<file path="src/rtl/mna_flit_scheduler_if.sv">
// Request and flit-link signal bundle for mna_flit_scheduler.
// The scheduler uses the slave modport; the requester/router side uses master.
interface mna_flit_scheduler_if;
  logic        req_valid;
  logic        req_ready;
  logic        req_write;
  logic [31:0] req_addr;
  logic [31:0] req_wdata;
  logic [7:0]  vc_free;
  logic [7:0]  vc_claim;
  logic [33:0] flit_data;
  logic        flit_valid;
  logic        flit_ready;
  logic        busy;

  modport slave (
    input  req_valid, req_write, req_addr, req_wdata, vc_free, flit_ready,
    output req_ready, vc_claim, flit_data, flit_valid, busy
  );

  modport master (
    output req_valid, req_write, req_addr, req_wdata, vc_free, flit_ready,
    input  req_ready, vc_claim, flit_data, flit_valid, busy
  );
endinterface

</file>
<file path="src/rtl/mna_flit_scheduler.sv">
// Master NA request sequencer: latches one request, claims a VC, emits 2/3-flit packet.
// Define MNA_VC_ROUND_ROBIN_EN for round-robin VC selection (default: lowest index wins).
module mna_flit_scheduler #(
  parameter logic [3:0] SRC_ADDR = 4'b0001
) (
  input logic                  clk,
  input logic                  rst_n,
  mna_flit_scheduler_if.slave  bus
);

  localparam logic [2:0] IDLE  = 3'd0;
  localparam logic [2:0] ALLOC = 3'd1;
  localparam logic [2:0] HEAD  = 3'd2;
  localparam logic [2:0] BODY  = 3'd3;
  localparam logic [2:0] TAIL  = 3'd4;

  logic [2:0]  state_q, state_d;
  logic        write_q, write_d;
  logic [31:0] addr_q, addr_d;
  logic [31:0] wdata_q, wdata_d;
  logic [2:0]  vc_idx_q, vc_idx_d;
  logic [7:0]  vc_claim_q, vc_claim_d;

  logic        sel_found;
  logic [2:0]  sel_idx;

`ifdef MNA_VC_ROUND_ROBIN_EN
  logic [2:0] rr_ptr_q;
  logic [2:0] rr_cand;

  // Scan from the pointer upward; 3-bit addition gives the 7 -> 0 wrap.
  always_comb begin
    sel_found = 1'b0;
    sel_idx   = 3'd0;
    rr_cand   = 3'd0;
    for (int i = 0; i < 8; i++) begin
      rr_cand = rr_ptr_q + 3'(i);
      if (!sel_found && bus.vc_free[rr_cand]) begin
        sel_found = 1'b1;
        sel_idx   = rr_cand;
      end
    end
  end

  always_ff @(posedge clk) begin
    if (!rst_n) begin
      rr_ptr_q <= 3'd0;
    end else if (state_q == ALLOC && sel_found) begin
      rr_ptr_q <= sel_idx + 3'd1;
    end
  end
`else
  // Descending scan so the lowest set index is the last one written.
  always_comb begin
    sel_found = 1'b0;
    sel_idx   = 3'd0;
    for (int i = 7; i >= 0; i--) begin
      if (bus.vc_free[i]) begin
        sel_found = 1'b1;
        sel_idx   = 3'(i);
      end
    end
  end
`endif

  always_comb begin
    state_d    = state_q;
    write_d    = write_q;
    addr_d     = addr_q;
    wdata_d    = wdata_q;
    vc_idx_d   = vc_idx_q;
    vc_claim_d = 8'd0;
    case (state_q)
      IDLE: begin
        if (bus.req_valid) begin
          write_d = bus.req_write;
          addr_d  = bus.req_addr;
          wdata_d = bus.req_wdata;
          state_d = ALLOC;
        end
      end
      ALLOC: begin
        if (sel_found) begin
          vc_idx_d   = sel_idx;
          vc_claim_d = 8'd1 << sel_idx;
          state_d    = HEAD;
        end
      end
      HEAD: begin
        if (bus.flit_ready) state_d = write_q ? BODY : TAIL;
      end
      BODY: begin
        if (bus.flit_ready) state_d = TAIL;
      end
      TAIL: begin
        if (bus.flit_ready) state_d = IDLE;
      end
      default: state_d = IDLE;
    endcase
  end

  always_ff @(posedge clk) begin
    if (!rst_n) begin
      state_q    <= IDLE;
      write_q    <= 1'b0;
      addr_q     <= 32'd0;
      wdata_q    <= 32'd0;
      vc_idx_q   <= 3'd0;
      vc_claim_q <= 8'd0;
    end else begin
      state_q    <= state_d;
      write_q    <= write_d;
      addr_q     <= addr_d;
      wdata_q    <= wdata_d;
      vc_idx_q   <= vc_idx_d;
      vc_claim_q <= vc_claim_d;
    end
  end

  // Flit outputs decode registered state only, so they stay stable under backpressure.
  always_comb begin
    bus.flit_valid = 1'b0;
    bus.flit_data  = 34'd0;
    case (state_q)
      HEAD: begin
        bus.flit_valid = 1'b1;
        bus.flit_data  = {2'b10, vc_idx_q, addr_q[31:28], SRC_ADDR, 20'd0, ~write_q};
      end
      BODY: begin
        bus.flit_valid = 1'b1;
        bus.flit_data  = {2'b00, addr_q};
      end
      TAIL: begin
        bus.flit_valid = 1'b1;
        bus.flit_data  = {2'b01, write_q ? wdata_q : addr_q};
      end
      default: ;
    endcase
  end

  assign bus.req_ready = (state_q == IDLE);
  assign bus.busy      = (state_q != IDLE);
  assign bus.vc_claim  = vc_claim_q;

endmodule

</file>
<file path="src/flat_wrapper.sv">
// flat-port wrapper written by rule: the top's interface ports become plain ports
module mna_flit_scheduler_flat 
#(
  parameter logic [3:0] SRC_ADDR = 4'b0001
)
  (clk, rst_n, bus_req_valid, bus_req_write, bus_req_addr, bus_req_wdata, bus_vc_free, bus_flit_ready, bus_req_ready, bus_vc_claim, bus_flit_data, bus_flit_valid, bus_busy);
  mna_flit_scheduler_if bus_i ();
  input logic clk;
  input logic rst_n;
  input wire logic [$bits(bus_i.req_valid)-1:0] bus_req_valid;
  input wire logic [$bits(bus_i.req_write)-1:0] bus_req_write;
  input wire logic [$bits(bus_i.req_addr)-1:0] bus_req_addr;
  input wire logic [$bits(bus_i.req_wdata)-1:0] bus_req_wdata;
  input wire logic [$bits(bus_i.vc_free)-1:0] bus_vc_free;
  input wire logic [$bits(bus_i.flit_ready)-1:0] bus_flit_ready;
  output wire logic [$bits(bus_i.req_ready)-1:0] bus_req_ready;
  output wire logic [$bits(bus_i.vc_claim)-1:0] bus_vc_claim;
  output wire logic [$bits(bus_i.flit_data)-1:0] bus_flit_data;
  output wire logic [$bits(bus_i.flit_valid)-1:0] bus_flit_valid;
  output wire logic [$bits(bus_i.busy)-1:0] bus_busy;
  assign bus_i.req_valid = bus_req_valid;
  assign bus_i.req_write = bus_req_write;
  assign bus_i.req_addr = bus_req_addr;
  assign bus_i.req_wdata = bus_req_wdata;
  assign bus_i.vc_free = bus_vc_free;
  assign bus_i.flit_ready = bus_flit_ready;
  assign bus_req_ready = bus_i.req_ready;
  assign bus_vc_claim = bus_i.vc_claim;
  assign bus_flit_data = bus_i.flit_data;
  assign bus_flit_valid = bus_i.flit_valid;
  assign bus_busy = bus_i.busy;
  mna_flit_scheduler #(.SRC_ADDR(SRC_ADDR)) u_core (.clk(clk), .rst_n(rst_n), .bus(bus_i));
endmodule
</file>
<file path="config.mk">
export PLATFORM = sky130hd
export DESIGN_NAME = mna_flit_scheduler_flat
export DESIGN_NICKNAME = d
export VERILOG_FILES = /design/src/rtl/mna_flit_scheduler_if.sv /design/src/rtl/mna_flit_scheduler.sv /design/src/flat_wrapper.sv
export SDC_FILE = /design/constraint.sdc
export NUM_CORES = 1
export LEC_CHECK = 0
export ABC_AREA = 1
export CORE_UTILIZATION = 42
export CTS_BUF_LIST = sky130_fd_sc_hd__clkbuf_4 sky130_fd_sc_hd__clkbuf_8
export DETAILED_ROUTE_END_ITERATION = 8
export GPL_ROUTABILITY_DRIVEN = 0
export GPL_TIMING_DRIVEN = 0
export PLACE_DENSITY = 0.74
export SYNTH_ARGS = -nofsm -noshare
export SYNTH_HDL_FRONTEND = slang
export SYNTH_SLANG_ARGS = --single-unit
</file>
<file path="constraint.sdc">
create_clock -name clk -period 2 [get_ports clk]
set_input_delay 0.4 -clock clk [delete_from_list [all_inputs] [get_ports clk]]
set_output_delay 0.4 -clock clk [all_outputs]
set_load 0.05 [all_outputs]
</file>
---- Word-level counts from Yosys, hierarchy flattened ----
Index checks and enable logic that the tools add are counted.
storage, ports and cells
  register bits ........................... 79
  latch bits .............................. 0
  bits in writable memories ............... 0
  bits in read-only memories .............. 0
  word-level logic and storage cells ...... 50
  memories kept ........................... 0
cells by class
  $add $sub $neg .......................... 0
  multiply operators ...................... 0
  div/mod/pow operators ................... 0
  $lt $le $gt $ge ......................... 0
  equal/unequal tests ..................... 9
  shifts and indexed selects .............. 1
  muxes and demuxes ....................... 26
  bitwise logic cells ..................... 1
  reductions and logical operators ........ 7
operators by type and width
  cell                                                                    count
  34-bit case mux with 3 select lines                                     1
  3-bit two-way mux                                                       14
  32-bit two-way mux                                                      1
  3-bit case mux with 5 select lines                                      1
  1-bit two-way mux                                                       9
  2-bit != test (second input constant)                                   4
  1-bit by 3-bit left shift with 8-bit output (first input constant)      1
  3-bit by 2-bit equality test with 1-bit output (second input constant)  2
  5-bit AND reduction                                                     1
  2-bit AND reduction                                                     2
  3-bit by 1-bit equality test with 1-bit output (second input constant)  1
  3-bit equality test (second input constant)                             1
  3-bit zero test                                                         1
  3-bit AND reduction                                                     1
  3-bit nonzero test                                                      1
  3-bit OR reduction                                                      1
  2-bit by 1-bit != test with 1-bit output (second input constant)        1
  1-bit inverter                                                          1

---- Logic depth before layout (Yosys ltp) ----
  depth in word-level cells ............... 10
  depth in mapped cells ................... 10
  mapped depth without buffers ............ 10

---- Worst setup path before layout ----
Ideal clock, no wire load.
  kind .................................... reg-to-output
  start point ............................. register u_core.state_q[1]
  end point ............................... output bus_flit_data[11]
  data arrival time ....................... 2.009 ns
  setup slack ............................. -0.409 ns
  cell stages (with the launch flop) ...... 6
  cells stage by stage .................... dfxtp_1 inv_1 nor2_1 nand2_1 clkbuf_1 o21ai_0
between the ends
  longest elaborated chain between the ends .. 2
  elaborated cells on any way between the ends .. 4
  those cells by class .................... 3 x eq/ne; 1 x mux
ends and longest elaborated chain
  what                                                                                          RTL line                   RTL
  start: declaration                                                                            mna_flit_scheduler.sv:17   logic [2:0] state_q, state_d;
  start signal: assignment                                                                      mna_flit_scheduler.sv:111  state_q <= state_d;
  3-bit equality test / 3-bit by 2-bit equality test with 1-bit output (equally long branches)  mna_flit_scheduler.sv:124  case (state_q)
  34-bit case mux with 3 select lines *                                                         mna_flit_scheduler.sv:124
  end: declaration                                                                              flat_wrapper.sv:18         output wire logic [$bits(bus_i.flit_data)-1:0] bus_flit_data;
Every way passes the cells marked *; elsewhere a longest branch is shown, timed or not.

---- Final worst setup path ----
  start point ............................. register u_core.state_q[2]
  end point ............................... output bus_flit_data[26]
Same word-level chain as after synthesis.

==> summary by stage <==
CTS
The buffer depth of the longest clock path is 2. The clock reaches the later pin of the worst-skew pair after 0.35 ns. Hold repair after CTS inserted 0 buffers. The H-tree was split into 3 levels. The clock transition at the registers of the reported paths is ~0.08 ns. Clock tree synthesis found a total of 79 sinks. The TritonCTS clock tree is built. The total clock buffers created by CTS is 9. CTS placed an instance of sky130_fd_sc_hd__clkbuf_8 at the clock tree root.

Global route
The largest net degree at the start of global routing is 14. The first global-routing pass estimated approximately 18 mm of wire. The initial antenna violation count is 0. The sum of overflow across all layers after global routing is 0.

The global-route usage over all layers is 26.6%. The number of global-route vias before repair is roughly 3900.

Outcome
The flow ran to the end, but the final reports show violations. The final reports fail on setup timing.

Critical path
At the worst endpoint, the required time is between 1.5 and 2 ns. At the worst endpoint, the arrival time is roughly 1.7 ns. The critical path goes through nor2_4 -> nand2_4 -> buf_6 -> clkbuf_16 -> o221ai_2 -> buf_6. The worst setup path is captured at an output pin.

The worst setup path is launched from a flip-flop. Measured in cells, the most critical reg-to-reg path has a length of 8. The timing endpoint of the critical path is bus_flit_data[26].

In this run the critical register-to-register path is captured at u_core.addr_q[21]. In this design, the stage delay of the slowest critical-path cell is 0.41 ns. In this run the register-to-register setup slack is around 0.32 ns. In this run the critical register-to-register path is launched from u_core.state_q[1]. The most prevalent standard cell on the critical path is sky130_fd_sc_hd__buf_6. The critical path is of the reg2out type.

For this design, the slowest cell found on the critical path is sky130_fd_sc_hd__dfxtp_1. The critical path startpoint is u_core.state_q[2]. The worst-path maximum fanout is 5.

Pwr
The total power after layout is between 7 and 8 mW. The switching power is 3.43 mW. The worst-case IR drop observed on VDD is 645 uV. The switching power share of the total is a little under half. The clock network accounts for 17.8% of the total power.

Power spread over the standard cell area amounts to between 1000 and 1500 nW/um^2. The standby leakage power is 2.30 nW. The part of the total power dissipated in sequential elements is 28.6%. The share of total power in combinational logic is 53.6%.

The internal power summed over all cells is between 4 and 5 mW.

Place
Counting tap cells, the placed design contains a total of approximately 750 instances. The post-placement cell area is between 5000 and 6000 um^2. The count of buffers inserted at the top-level ports is 120.

The worst-case setup slack after placement is -0.550 ns. The half-perimeter wire length after placement is about 8.3 mm.

Floorplan
During I/O placement, the number of pins put on the boundary was around 120. The floorplan step defined a die boundary enclosing just over 9000 um^2. The initial utilization of the core area, before any placement, comes to a little over two fifths.

The floorplan step defined a core boundary enclosing approximately 8300 um^2. The initialized floorplan defines 33 standard-cell rows. The horizontal die dimension is approximately 95 um. The vertical extent of the die is between 90 and 100 um.

Synthesis
In this run, synthesis produced a sequential element count of 79. Yosys printed 0 warnings. The post-synthesis instance area is 3670 um^2. Yosys mapped the design onto 24 distinct sky130hd cell types. The post-synthesis average cell area is ~6.9 um^2. Sequential elements use roughly 43% of the synthesized area. The synthesized instance count is roughly 530. The number of nets handed over by synthesis was a little over 600.

Finish
The number of antenna cells inserted is 0. Leaving out fill and tap cells, the most frequent cell in the layout is sky130_fd_sc_hd__nand2_1. The post-route netlist has 24.0% of its cells at a drive strength greater than 1.

The number of nets in the layout is roughly 740. Leaving out fill and tap cells, the most frequent cells in the layout are sky130_fd_sc_hd__nand2_1 (103), sky130_fd_sc_hd__clkdlybuf4s50_1 (83), sky130_fd_sc_hd__dfxtp_1 (77). The synthesis-to-finish area growth is 56.9%. With fillers left out, the area of the finished cells amounts to about 5800 um^2. Once layout is complete, the cells apart from fillers number between 700 and 800. The core utilization of the finished layout is between 60% and 70%.

Drt
The DRC marker count from the first detailed-route iteration is around 300. The first-pass detailed-route iteration total is 5. The count of nets left with antenna violations once routing finished came out at 0.

In the routed design, unresolved DRC markers number 0. After detailed routing, the total wire length is between 10 and 15 mm. Dividing the detail-routed via count by the number of cells gives approximately 5.4. The total vias in the final route is between 4000 and 5000. The average wire per standard cell is about 16 um.

Flow run
The number of maximum-capacitance constraint violations is 0.

STA
Clock skew on the completed layout was measured at 0.00737 ns. The final count of negative-setup-slack endpoints is 28. The transition time at the pin with the least slew margin is 0.501 ns.

Setup repair after global routing could not meet its margin everywhere. Setup total negative slack on the finished layout was measured at -0.974 ns. The highest attainable clock frequency is approximately 0.48 GHz. The final cycle utilization of the critical path is 105%. The final hold violation count is 0. Setup slack on the critical path of the routed design comes to -0.0997 ns. The number of pins exceeding their max-slew limit in the final report is 0. The final critical delay including setup and external delays is ~2.1 ns. The relative slew slack is between 60% and 70%. Hold timing on the final database bottoms out at a slack of ~0.45 ns.

Min path
The worst hold path was traced through 3 stages. The tightest min-delay check is of the in2reg type.
worst max-delay path: cells and delay by family, from the launching register on:
family / cells / cell delay, ns
buf+inv: 3 / 0.48
flops: 1 / 0.41
compound gates: 1 / 0.20
simple gates: 2 / 0.26
layout make-up:
class                           instances  area, um^2
Buffer                                 36         272
Clock buffer                           11         145
Clock inverter                          5        81.3
Fill cell                             682        2580
Inverter                               52         208
Multi-Input combinational cell        360        1990
Sequential cell                        79        1590
Tap cell                              105         131
Timing Repair Buffer                  128        1340
Timing Repair inverter                  1        5.00
routing by layer:
layer | track usage [%] | wire length (um)
met5 | 0 | 0
met4 | 10.8 | 309
met3 | 4.15 | 902
met2 | 45.1 | 5980
met1 | 33.5 | 5020
worst min-delay path by stage:
stage	startpoint	to
finish	bus_req_valid	u_core.wdata_q[7]
global route	bus_req_valid	u_core.wdata_q[6]
CTS	bus_req_valid	u_core.wdata_q[6]
detailed placement	u_core.wdata_q[23]	u_core.wdata_q[23]
global placement	u_core.wdata_q[20]	u_core.wdata_q[20]
floorplan	u_core.wdata_q[6]	u_core.wdata_q[6]
timing repair:
action | in CTS | in global routing
pin swaps | 2 | 2
gates cloned | 2 | 3
buffers inserted | 4 | 0
setup endpoints to repair | 37 | 35
resized for setup | 291 | 60
registers in the layout (all words and copies together) (netlist names):
| register | flops |
|---|---|
| u_core.wdata_q | 32 |
| u_core.state_q | 3 |
| u_core.addr_q | 32 |
| u_core.bus.vc_claim | 8 |
| u_core.vc_idx_q | 3 |
| u_core.write_q | 1 |
logic make-up after synthesis:
group | synth area share, %
buf+inv | 10.3
flops | 43.1
simple gates | 22.5
compound gates | 24.0
power by group through the flow:
stage / logic (mW) / clock network, mW / registers (mW)
final: 4.04 / 1.34 / 2.15
after global routing: 4.31 / 1.42 / 2.19
after CTS: 3.68 / 1.34 / 2.14
after detailed placement: 3.38 / 0 / 2.16
after global placement: 3.32 / 0 / 2.15
after floorplan: 2.33 / 0 / 2.14
cells in the mapped netlist:
cell type / n / share of area, %
sky130_fd_sc_hd__o21ai_1: 4 / 0.55
sky130_fd_sc_hd__clkinv_1: 1 / 0.10
sky130_fd_sc_hd__dfxtp_1: 79 / 43
sky130_fd_sc_hd__a21oi_1: 67 / 9.1
sky130_fd_sc_hd__inv_2: 4 / 0.41
sky130_fd_sc_hd__nand2_1: 126 / 13
sky130_fd_sc_hd__or2_1: 1 / 0.17
sky130_fd_sc_hd__o21ai_0: 89 / 12
sky130_fd_sc_hd__buf_1: 1 / 0.10
sky130_fd_sc_hd__nor2_1: 20 / 2.0
sky130_fd_sc_hd__nand3_2: 1 / 0.27
sky130_fd_sc_hd__nand3b_4: 1 / 0.55
sky130_fd_sc_hd__inv_1: 46 / 4.7
sky130_fd_sc_hd__buf_2: 16 / 2.2
sky130_fd_sc_hd__clkbuf_1: 17 / 1.7
sky130_fd_sc_hd__nor3_2: 1 / 0.27
sky130_fd_sc_hd__nand3_1: 35 / 4.8
sky130_fd_sc_hd__nor2_4: 3 / 0.92
sky130_fd_sc_hd__o31ai_1: 1 / 0.20
sky130_fd_sc_hd__nand2_4: 2 / 0.61
sky130_fd_sc_hd__o211ai_1: 4 / 0.82
sky130_fd_sc_hd__inv_4: 1 / 0.17
sky130_fd_sc_hd__o221ai_1: 5 / 1.2
sky130_fd_sc_hd__buf_6: 3 / 0.92
Power figures use the tool's default switching activity.
